==> config.mk <==
export PLATFORM = sky130hd
export DESIGN_NAME = mul_fifo_driver_flat
export DESIGN_NICKNAME = d
export VERILOG_FILES = /design/src/rtl/mul_fifo_driver_if.sv /design/src/rtl/mul_fifo_driver.sv /design/src/flat_wrapper.sv
export SDC_FILE = /design/constraint.sdc
export NUM_CORES = 1
export LEC_CHECK = 0
export ABC_CLOCK_PERIOD_IN_PS = 5900
export BUFFER_PORTS_ARGS = -buffer_cell sky130_fd_sc_hd__buf_2
export CORE_ASPECT_RATIO = 2
export CORE_MARGIN = 5
export CORE_UTILIZATION = 62
export DETAILED_ROUTE_END_ITERATION = 16
export HOLD_SLACK_MARGIN = 0.08
export PLACE_DENSITY = 0.8
export SYNTH_ARGS = -nofsm -noshare
export SYNTH_HDL_FRONTEND = slang
export SYNTH_SLANG_ARGS = --single-unit
export TNS_END_PERCENT = 100
==> constraint.sdc <==
create_clock -name clk -period 5.9 [get_ports clk]
set_input_delay 0.59 -clock clk [delete_from_list [all_inputs] [get_ports clk]]
set_output_delay 0.59 -clock clk [all_outputs]
set_load 0.005 [all_outputs]
==> src/rtl/mul_fifo_driver_if.sv <==
// Handshake bundle between the self-test driver and the kadai3 square-through-FIFO datapath.
interface mul_fifo_driver_if #(
    parameter int DATA_W = 16
);
    logic              write;
    logic              read;
    logic [DATA_W-1:0] din;
    logic [DATA_W-1:0] dout;
    logic              empty;
    logic              full;
    logic              valid;

    modport master (
        output write, read, din,
        input  dout, empty, full, valid
    );

    modport slave (
        input  write, read, din,
        output dout, empty, full, valid
    );
endinterface

==> src/rtl/mul_fifo_driver.sv <==
// Self-checking initiator for kadai3: writes {idx,idx}, expects idx*idx back, counts passes/errors.
//
// state   | meaning
// IDLE    | waiting for start after reset
// DECIDE  | pick write/read for the next slot from the LFSR, or go to DRAIN
// WR      | write strobe high, expected square pushed
// WR_GAP  | idle cycle after write, idx advances
// RD      | read strobe high
// RD_WAIT | waiting up to TIMEOUT cycles for valid, then compare/pop
// DRAIN   | all slots used; read back remaining expected entries
// DONE    | run finished; counters hold until the next start
module mul_fifo_driver #(
    parameter int          DATA_W    = 16,
    parameter int          NUM_OPS   = 100,
    parameter int          START_IDX = 2,
    parameter int          EXP_DEPTH = 16,
    parameter int          TIMEOUT   = 15,
    parameter logic [15:0] LFSR_SEED = 16'hACE1
) (
    input  logic                 clk,
    input  logic                 reset,
    input  logic                 start,
    mul_fifo_driver_if.master    bus,
    output logic                 busy,
    output logic                 done,
    output logic [15:0]          pass_cnt,
    output logic [15:0]          err_cnt,
    output logic                 err
);

    localparam int BYTE_W = DATA_W / 2;
    localparam int AW     = $clog2(EXP_DEPTH);
    localparam int SLOT_W = $clog2(NUM_OPS + 1);
    localparam int TO_W   = $clog2(TIMEOUT + 1);

    localparam logic [SLOT_W-1:0] SLOT_END  = SLOT_W'(NUM_OPS);
    localparam logic [TO_W-1:0]   TO_LOAD   = TO_W'(TIMEOUT - 1);
    localparam logic [AW:0]       Q_CAP     = (AW + 1)'(EXP_DEPTH);
    localparam logic [BYTE_W-1:0] IDX_INIT  = BYTE_W'(START_IDX);

    typedef enum logic [2:0] {
        IDLE, DECIDE, WR, WR_GAP, RD, RD_WAIT, DRAIN, DONE
    } state_t;

    state_t             state;
    logic [BYTE_W-1:0]  idx;
    logic [15:0]        lfsr;
    logic [SLOT_W-1:0]  slot;
    logic [TO_W-1:0]    wait_cnt;
    logic [DATA_W-1:0]  q_mem [EXP_DEPTH];
    logic [AW-1:0]      wr_ptr;
    logic [AW-1:0]      rd_ptr;
    logic [AW:0]        q_cnt;

    logic [15:0]        lfsr_nxt;
    logic [DATA_W-1:0]  idx_sq;
    logic [DATA_W-1:0]  q_head;
    logic               q_full;
    logic               q_empty;

    // Fibonacci LFSR, taps 16,14,13,11; the fresh bit0 selects read (1) or write (0)
    assign lfsr_nxt = {lfsr[14:0], lfsr[15] ^ lfsr[13] ^ lfsr[12] ^ lfsr[10]};
    assign idx_sq   = {{BYTE_W{1'b0}}, idx} * {{BYTE_W{1'b0}}, idx};
    assign q_head   = q_mem[rd_ptr];
    assign q_full   = (q_cnt == Q_CAP);
    assign q_empty  = (q_cnt == '0);

    function automatic logic [15:0] sat_inc(input logic [15:0] v);
        return (v == 16'hFFFF) ? v : v + 16'd1;
    endfunction

    function automatic logic [15:0] sat_add(input logic [15:0] v, input logic [AW:0] n);
        logic [16:0] s;
        s = {1'b0, v} + {{(16 - AW){1'b0}}, n};
        return s[16] ? 16'hFFFF : s[15:0];
    endfunction

    always_ff @(posedge clk) begin
        if (state == WR) begin
            q_mem[wr_ptr] <= idx_sq;
        end
    end

    always_ff @(posedge clk or negedge reset) begin
        if (!reset) begin
            state     <= IDLE;
            idx       <= IDX_INIT;
            lfsr      <= LFSR_SEED;
            slot      <= '0;
            wait_cnt  <= '0;
            wr_ptr    <= '0;
            rd_ptr    <= '0;
            q_cnt     <= '0;
            bus.write <= 1'b0;
            bus.read  <= 1'b0;
            bus.din   <= '0;
            busy      <= 1'b0;
            done      <= 1'b0;
            pass_cnt  <= '0;
            err_cnt   <= '0;
            err       <= 1'b0;
        end else begin
            bus.write <= 1'b0;
            bus.read  <= 1'b0;
            err       <= 1'b0;
            case (state)
                IDLE, DONE: begin
                    if (start) begin
                        state    <= DECIDE;
                        busy     <= 1'b1;
                        done     <= 1'b0;
                        pass_cnt <= '0;
                        err_cnt  <= '0;
                        wr_ptr   <= '0;
                        rd_ptr   <= '0;
                        q_cnt    <= '0;
                        slot     <= '0;
                    end
                end
                DECIDE: begin
                    if (slot == SLOT_END) begin
                        state    <= DRAIN;
                        wait_cnt <= TO_LOAD;
                    end else begin
                        lfsr <= lfsr_nxt;
                        slot <= slot + 1'b1;
                        // a blocked choice burns the slot and we decide again next cycle
                        if (!lfsr_nxt[0]) begin
                            if (!bus.full && !q_full) begin
                                state     <= WR;
                                bus.write <= 1'b1;
                                bus.din   <= {idx, idx};
                            end
                        end else if (!bus.empty && !q_empty) begin
                            state    <= RD;
                            bus.read <= 1'b1;
                        end
                    end
                end
                WR: begin
                    wr_ptr <= wr_ptr + 1'b1;
                    q_cnt  <= q_cnt + 1'b1;
                    state  <= WR_GAP;
                end
                WR_GAP: begin
                    idx   <= idx + 1'b1;
                    state <= DECIDE;
                end
                RD: begin
                    wait_cnt <= TO_LOAD;
                    state    <= RD_WAIT;
                end
                RD_WAIT: begin
                    if (bus.valid) begin
                        rd_ptr <= rd_ptr + 1'b1;
                        q_cnt  <= q_cnt - 1'b1;
                        state  <= DECIDE;
                        if (bus.dout == q_head) begin
                            pass_cnt <= sat_inc(pass_cnt);
                        end else begin
                            err_cnt <= sat_inc(err_cnt);
                            err     <= 1'b1;
                        end
                    end else if (wait_cnt == '0) begin
                        rd_ptr  <= rd_ptr + 1'b1;
                        q_cnt   <= q_cnt - 1'b1;
                        err_cnt <= sat_inc(err_cnt);
                        err     <= 1'b1;
                        state   <= DECIDE;
                    end else begin
                        wait_cnt <= wait_cnt - 1'b1;
                    end
                end
                DRAIN: begin
                    if (q_empty) begin
                        state <= DONE;
                        busy  <= 1'b0;
                        done  <= 1'b1;
                    end else if (!bus.empty) begin
                        state    <= RD;
                        bus.read <= 1'b1;
                    end else if (wait_cnt == '0) begin
                        // datapath lost results: every outstanding expectation is an error
                        err_cnt <= sat_add(err_cnt, q_cnt);
                        err     <= 1'b1;
                        wr_ptr  <= '0;
                        rd_ptr  <= '0;
                        q_cnt   <= '0;
                        state   <= DONE;
                        busy    <= 1'b0;
                        done    <= 1'b1;
                    end else begin
                        wait_cnt <= wait_cnt - 1'b1;
                    end
                end
                default: state <= IDLE;
            endcase
        end
    end

endmodule

==> src/flat_wrapper.sv <==
// flat-port wrapper written by rule: the top's interface ports become plain ports
module mul_fifo_driver_flat 
#(
    parameter int          DATA_W    = 16,
    parameter int          NUM_OPS   = 100,
    parameter int          START_IDX = 2,
    parameter int          EXP_DEPTH = 16,
    parameter int          TIMEOUT   = 15,
    parameter logic [15:0] LFSR_SEED = 16'hACE1
)
  (clk, reset, start, busy, done, pass_cnt, err_cnt, err, bus_write, bus_read, bus_din, bus_dout, bus_empty, bus_full, bus_valid);
  mul_fifo_driver_if #(.DATA_W(DATA_W)) bus_i ();
  input  logic clk;
  input  logic reset;
  input  logic start;
  output logic busy;
  output logic done;
  output logic [15:0] pass_cnt;
  output logic [15:0] err_cnt;
  output logic err;
  output wire logic [$bits(bus_i.write)-1:0] bus_write;
  output wire logic [$bits(bus_i.read)-1:0] bus_read;
  output wire logic [$bits(bus_i.din)-1:0] bus_din;
  input wire logic [$bits(bus_i.dout)-1:0] bus_dout;
  input wire logic [$bits(bus_i.empty)-1:0] bus_empty;
  input wire logic [$bits(bus_i.full)-1:0] bus_full;
  input wire logic [$bits(bus_i.valid)-1:0] bus_valid;
  assign bus_write = bus_i.write;
  assign bus_read = bus_i.read;
  assign bus_din = bus_i.din;
  assign bus_i.dout = bus_dout;
  assign bus_i.empty = bus_empty;
  assign bus_i.full = bus_full;
  assign bus_i.valid = bus_valid;
  mul_fifo_driver #(.DATA_W(DATA_W), .NUM_OPS(NUM_OPS), .START_IDX(START_IDX), .EXP_DEPTH(EXP_DEPTH), .TIMEOUT(TIMEOUT), .LFSR_SEED(LFSR_SEED)) u_core (.clk(clk), .reset(reset), .start(start), .bus(bus_i), .busy(busy), .done(done), .pass_cnt(pass_cnt), .err_cnt(err_cnt), .err(err));
endmodule
======== Yosys cells after proc, flatten, opt, wreduce, memory -nomap -nowiden ========
Memory sizes are Yosys's and may differ from the RTL's.
Cells that the tools add are included.
cells by class
  add/subtract/negate cells ............... 10
  multipliers ............................. 1
  equal/unequal tests ..................... 29
  muxes and demuxes ....................... 77
  bitwise operators ....................... 5
  reduce and logical (&&, ||, !) cells .... 28
operator list
  operator                                                         count
  16-bit two-way mux                                               12
  16-bit case mux with 3 select lines                              1
  4-bit two-way mux                                                11
  16-bit by 1-bit adder with 16-bit output, second input constant  2
  16-bit == test, second input constant                            2
  16-bit case mux with 2 select lines                              1
  3-bit two-way mux                                                10
  5-bit two-way mux                                                6
  1-bit two-way mux                                                24
  4-bit case mux with 3 select lines                               2
  3-bit case mux with 7 select lines                               1
  5-bit case mux with 4 select lines                               1
  5-bit AND reduction                                              4
  16-bit by 5-bit adder with 17-bit output                         1
  16-bit == test                                                   1
  8-bit by 8-bit multiplier with 16-bit output                     1
  4-bit case mux with 4 select lines                               1
  7-bit two-way mux                                                2
  2-bit inequality test, second input constant                     7
  7-bit case mux with 2 select lines                               1
  3-bit == test, second input constant                             4
  6-bit AND reduction                                              2
  4-bit by 1-bit adder with 4-bit output, second input constant    2
  8-bit by 1-bit adder with 8-bit output, second input constant    1
  31 further kinds                                                 50
word-level totals
  register bits after elaboration ......... 104
  bits in writable memories ............... 256
  input port bits ......................... 22
  logic and storage cells ................. 167
  memories ................................ 1
memories
  memory        depth  width  rd ports  clocked after memory_dff  wr ports  line                   RTL
  u_core.q_mem  16     16     1         0                         1         mul_fifo_driver.sv:50  logic [DATA_W-1:0] q_mem [EXP_DEPTH];

======== Longest topological paths before layout ========
  word-level depth ........................ 7
  depth in mapped cells ................... 20

======== Least setup slack after synthesis ========
Ideal clock, no wire load.
  path type ............................... register -> register
  from .................................... register u_core.idx[1]
  to ...................................... memory u_core.q_mem[0][15] (data pin)
  arrival time ............................ 4763 ps
  required time ........................... 5603 ps
  path slack .............................. 840 ps
  cell stages (with the launch flop) ...... 21
  cell sequence ........................... dfstp_2 -> clkbuf_1 -> and2_1 -> ha_1 -> inv_1 -> fa_1 -> inv_1 -> ha_1 -> inv_1 -> fa_1 -> inv_1 -> fa_1 -> a21o_1 -> a21oi_1 -> o21bai_1 -> a21oi_1 -> nor2b_1 -> o2111ai_1 -> nand3_1 -> o41a_1 -> xnor2_1
between the ends
  word-level cells in the longest chain between the ends .. 1
RTL lines
  item                                          line                    RTL
  start, declared                               mul_fifo_driver.sv:46   logic [BYTE_W-1:0] idx;
  start signal, assigned                        mul_fifo_driver.sv:146  idx <= idx + 1'b1;
  8-bit by 8-bit multiplier with 16-bit output  mul_fifo_driver.sv:63   assign idx_sq = {{BYTE_W{1'b0}}, idx} * {{BYTE_W{1'b0}}, idx};
  named net u_core.idx_sq[15]                   mul_fifo_driver.sv:56   logic [DATA_W-1:0] idx_sq;
  end, declared                                 mul_fifo_driver.sv:50
The timed path passes the listed nets, and every way through them passes these cells.

======== Worst setup path after layout ========
  from .................................... register u_core.idx[1]
  to ...................................... memory u_core.q_mem[14][14] (data pin)
The elaborated chain is that of the path after synthesis.

==> impl_metrics.csv <==
group,metric,value,unit
clock_tree,clk_latency,580,ps
synthesis,ys_seq_area_share,57.70,%
sta,slew_headroom,11.99,%
die,initial_utilization,62.46,%
worst_setup_path,crit_required,6090,ps
power,p_total,8.559,mW
clock_tree,cts_sinks,336,
layout,finalNonFillerCells,1677,
layout,area_growth,9.515,%
clock_tree,cts_tree,"done",
routing,antenna_left,0,
power,p_seq_share,44.0,%
synthesis,postSynthCellCount,1251,
routing,drc,0,
placed_design,port_buffers,74,
clock_tree,clock_path_buffers,3,
synthesis,yosys_warnings,0,
synthesis,synth_edf_count,240,
synthesis,synth_cell_types,69,
worst_setup_path,startpoint_type,"flip-flop",
die,core_area,26690,µm²
global_route,grt_pass1_vias,10860,
min_path,min_path_type,"input pin to flip-flop",
routing,num_vias,10720,
worst_setup_path,worst-path-max-fanout,16,
sta,setup_viol,0,
power,combinationalPowerShare,33.8,%
placed_design,hpwl,24070,µm
sta,worstMarginPinSlew,1311,ps
sta,skew,31.53,ps
power,p_per_area,468.7,nW/µm²
die,dieArea,30470,µm²
layout,nNetsFinal,1404,
die,num_rows,85,
routing,vias_per_cell,6.389,
synthesis,async_reset_ff_share,28.57,%
layout,drive_above_1_share,17.76,%
global_route,grt_start_max_net_pins,60,
worst_setup_path,endpoint_kind,"flip-flop",
worst_setup_path,crit_arrival,5770,ps
power,clockPowerShare,22.3,%
global_route,grt_pass1_wl,61120,µm
clock_tree,cts-root-buf,"clkbuf_16",
global_route,antenna_found_initial,0,
sta,fin_crit,5580,ps
routing,firstDrtPassIters,5,
clock_tree,post_cts_buffers,0,
routing,routed_wl,38470,µm
synthesis,ys_seq_elements,336,
clock_tree,cts_htree_levels,1,
synthesis,postSynthAreaPerCell,13.33,µm²
power,p_switching,3.024,mW
clock_tree,path_clk_slew,80,ps
placed_design,place_inst,1624,
global_route,grt_usage,25.25,%
die,die_h,241.9,µm
placed_design,gp_congestion,0.8541,
layout,multi_input_area,6455,µm²
routing,drt-wirelength-per-cell,22.94,µm
layout,seqCellArea,9627,µm²
die,die_width,126.0,µm
clock_tree,numCtsBuffers,28,
power,swShare,35.33,%
routing,dr.first_iter.drc_count,1081,
run_status,status,"finished clean",
power,p_leak,6.898,nW
global_route,gr-total-overflow,0,
power,peakVddDrop,0.4501,mV
layout,diodes,0,
sta,max_freq,179.2,MHz
sta,period_share,94.58,%
synthesis,netlist_area,16670,µm²
sta,slew_viol_final,0,
sta,tns,0,ps
synthesis,mappedNetlistNets,1348,
layout,fill_cells,1776,
worst_setup_path,criticalPathCategory,"flip-flop to flip-flop",
sta,final-hold-violation-count,0,
sta,rsz0062_at_grt,"no",
synthesis,synth_ff_type,"edfxtp_1",
die,pin_count,75,
power,intPower,5.535,mW
job,max-cap-violations,0,
[metal layers]
layer | global-route usage, % | share of wire (%) | wire length [µm]
met1 | 34.02 | 37 | 14380
met2 | 43.91 | 53 | 20280
met3 | 3.089 | 7.8 | 2995
met4 | 6.443 | 2.1 | 817
met5 | 0 | 0 | 0
[layout by cell type (no fill, tap or decap), types with 8 or more instances in the layout]
cell / netlist / layout
dfstp_2: 9 / 9
nand2_1: 86 / 86
nand3_1: 31 / 31
nor3_1: 24 / 24
clkbuf_16: 0 / 28
and3_1: 15 / 15
buf_2: 16 / 73
o22ai_1: 11 / 11
xor2_1: 14 / 14
xnor2_1: 42 / 41
clkbuf_1: 39 / 8
dfrtp_1: 87 / 84
nor2_1: 66 / 66
mux4_2: 60 / 60
fa_1: 27 / 27
mux2i_1: 38 / 38
a31oi_1: 12 / 12
nor2b_1: 10 / 10
a21o_1: 11 / 11
edfxtp_1: 240 / 240
inv_1: 76 / 76
mux2_2: 19 / 19
ha_1: 48 / 48
a21oi_1: 54 / 54
o21ai_0: 59 / 59
nand4_1: 10 / 10
and2_1: 36 / 36
buf_4: 9 / 19
o31ai_1: 13 / 13
[stage by stage]
stage / hold slack [ps] / worst slack, ps / util, % / cell area, µm²
2_1_floorplan: 294.4 / 840.0 / - / 16670
3_3_place_gp: 472.5 / 663.8 / 64.85 / 17310
3_5_place_dp: 472.8 / 353.0 / 64.85 / 17310
4_1_cts: 352.6 / 210.6 / 68.38 / 18250
5_1_grt: 371.4 / 55.17 / 68.40 / 18260
6_report: 364.3 / 319.6 / 68.40 / 18260
[what timing repair did]
item / CTS / global route
resized for setup: 0 / 1
hold endpoints to repair: 37 / 0
setup endpoints to repair: 0 / 16
hold buffers: 1 / 0
[registers in the layout, indices dropped and copies added (netlist names)]
signal            count
u_core.bus.write      1
u_core.rd_ptr         4
u_core.q_mem        240
u_core.bus.din        8
u_core.busy           1
u_core.wait_cnt       4
u_core.pass_cnt      16
u_core.state          3
u_core.err_cnt       16
u_core.bus.read       1
u_core.idx            8
u_core.done           1
u_core.wr_ptr         4
u_core.err            1
u_core.lfsr          16
u_core.slot           7
u_core.q_cnt          5
[critical path, cell delays in order, from the launching register on]
cell and delay, ps:
dfstp_2 650, and2_1 190, ha_1 190, inv_1 90
fa_1 480, inv_1 50, ha_1 270, inv_1 50
fa_1 510, inv_1 80, ha_1 310, a21o_1 150
a21oi_1 210, o21bai_1 100, a21oi_1 230, nor2b_1 100
o2111ai_1 200, nand3_1 120, o41a_1 340, xor2_1 910
[synth_stat cells (7+ instances only)]
cell      instances  share of area (%)
nand3_1          31               0.93
clkbuf_1         39               0.88
a21o_1           11               0.50
buf_2            16               0.48
mux2i_1          38                2.3
o31ai_1          13               0.59
and2_1           36                1.4
nor3_1           24               0.72
a31oi_1          12               0.45
o22ai_1          11               0.41
inv_1            76                1.7
ha_1             48                3.6
buf_4             9               0.41
dfrtp_1          87                 13
mux2_2           19                1.3
a21oi_1          54                1.6
xnor2_1          42                2.2
o21ai_0          59                1.8
dfstp_2           9                1.4
nor3b_1           7               0.32
nor2_1           66                1.5
nand2_1          86                1.9
nor2b_1          10               0.38
fa_1             27                3.2
xor2_1           14               0.74
and3_1           15               0.56
nand4_1          10               0.38
edfxtp_1        240                 43
mux4_2           60                8.1
[path summary, 6_finish.rpt]
path,endpoint,slack [ps],depth (start not counted),from
min in group asynchronous,u_core.pass_cnt[2],530,2,reset
max in group asynchronous,u_core.rd_ptr[1],4120,3,reset
hold / removal,u_core.busy,360,3,start
hold reg to reg,u_core.lfsr[0],490,2,u_core.lfsr[0]
setup reg to reg,u_core.q_mem[14][14],320,19,u_core.idx[1]
setup / recovery,u_core.q_mem[14][14],320,19,u_core.idx[1]
[kinds of logic (layout without fill, tap and decap cells)]
family | count (synthesis) | count (layout) | synth area share (%)
flops | 336 | 336 | 57.70
simple gates | 308 | 308 | 9.080
compound gates | 214 | 214 | 8.135
buf+inv | 145 | 223 | 3.632
mux | 117 | 117 | 11.67
fa+ha+maj | 75 | 75 | 6.844
xor+xnor | 56 | 56 | 2.942
[power groups by stage]
stage                     clock, mW  combinational, mW  sequential, mW
after floorplan                   0               2.06            3.72
after global routing           2.03               3.17            3.80
after detailed placement          0               2.84            3.82
after CTS                      1.92               2.89            3.77
final                          1.91               2.89            3.76
after global placement            0               2.66            3.81
[layout make-up]
| cell class | instances | area share, % |
|---|---|---|
| clock buffer | 37 | 4.077 |
| timing repair buffer | 93 | 2.837 |
| sequential | 336 | 52.72 |
| clock inverter | 15 | 1.028 |
| inverter | 78 | 1.603 |
| multi-input combinational | 770 | 35.35 |
| tap | 348 | 2.385 |
Power figures use the tool's default switching activity.
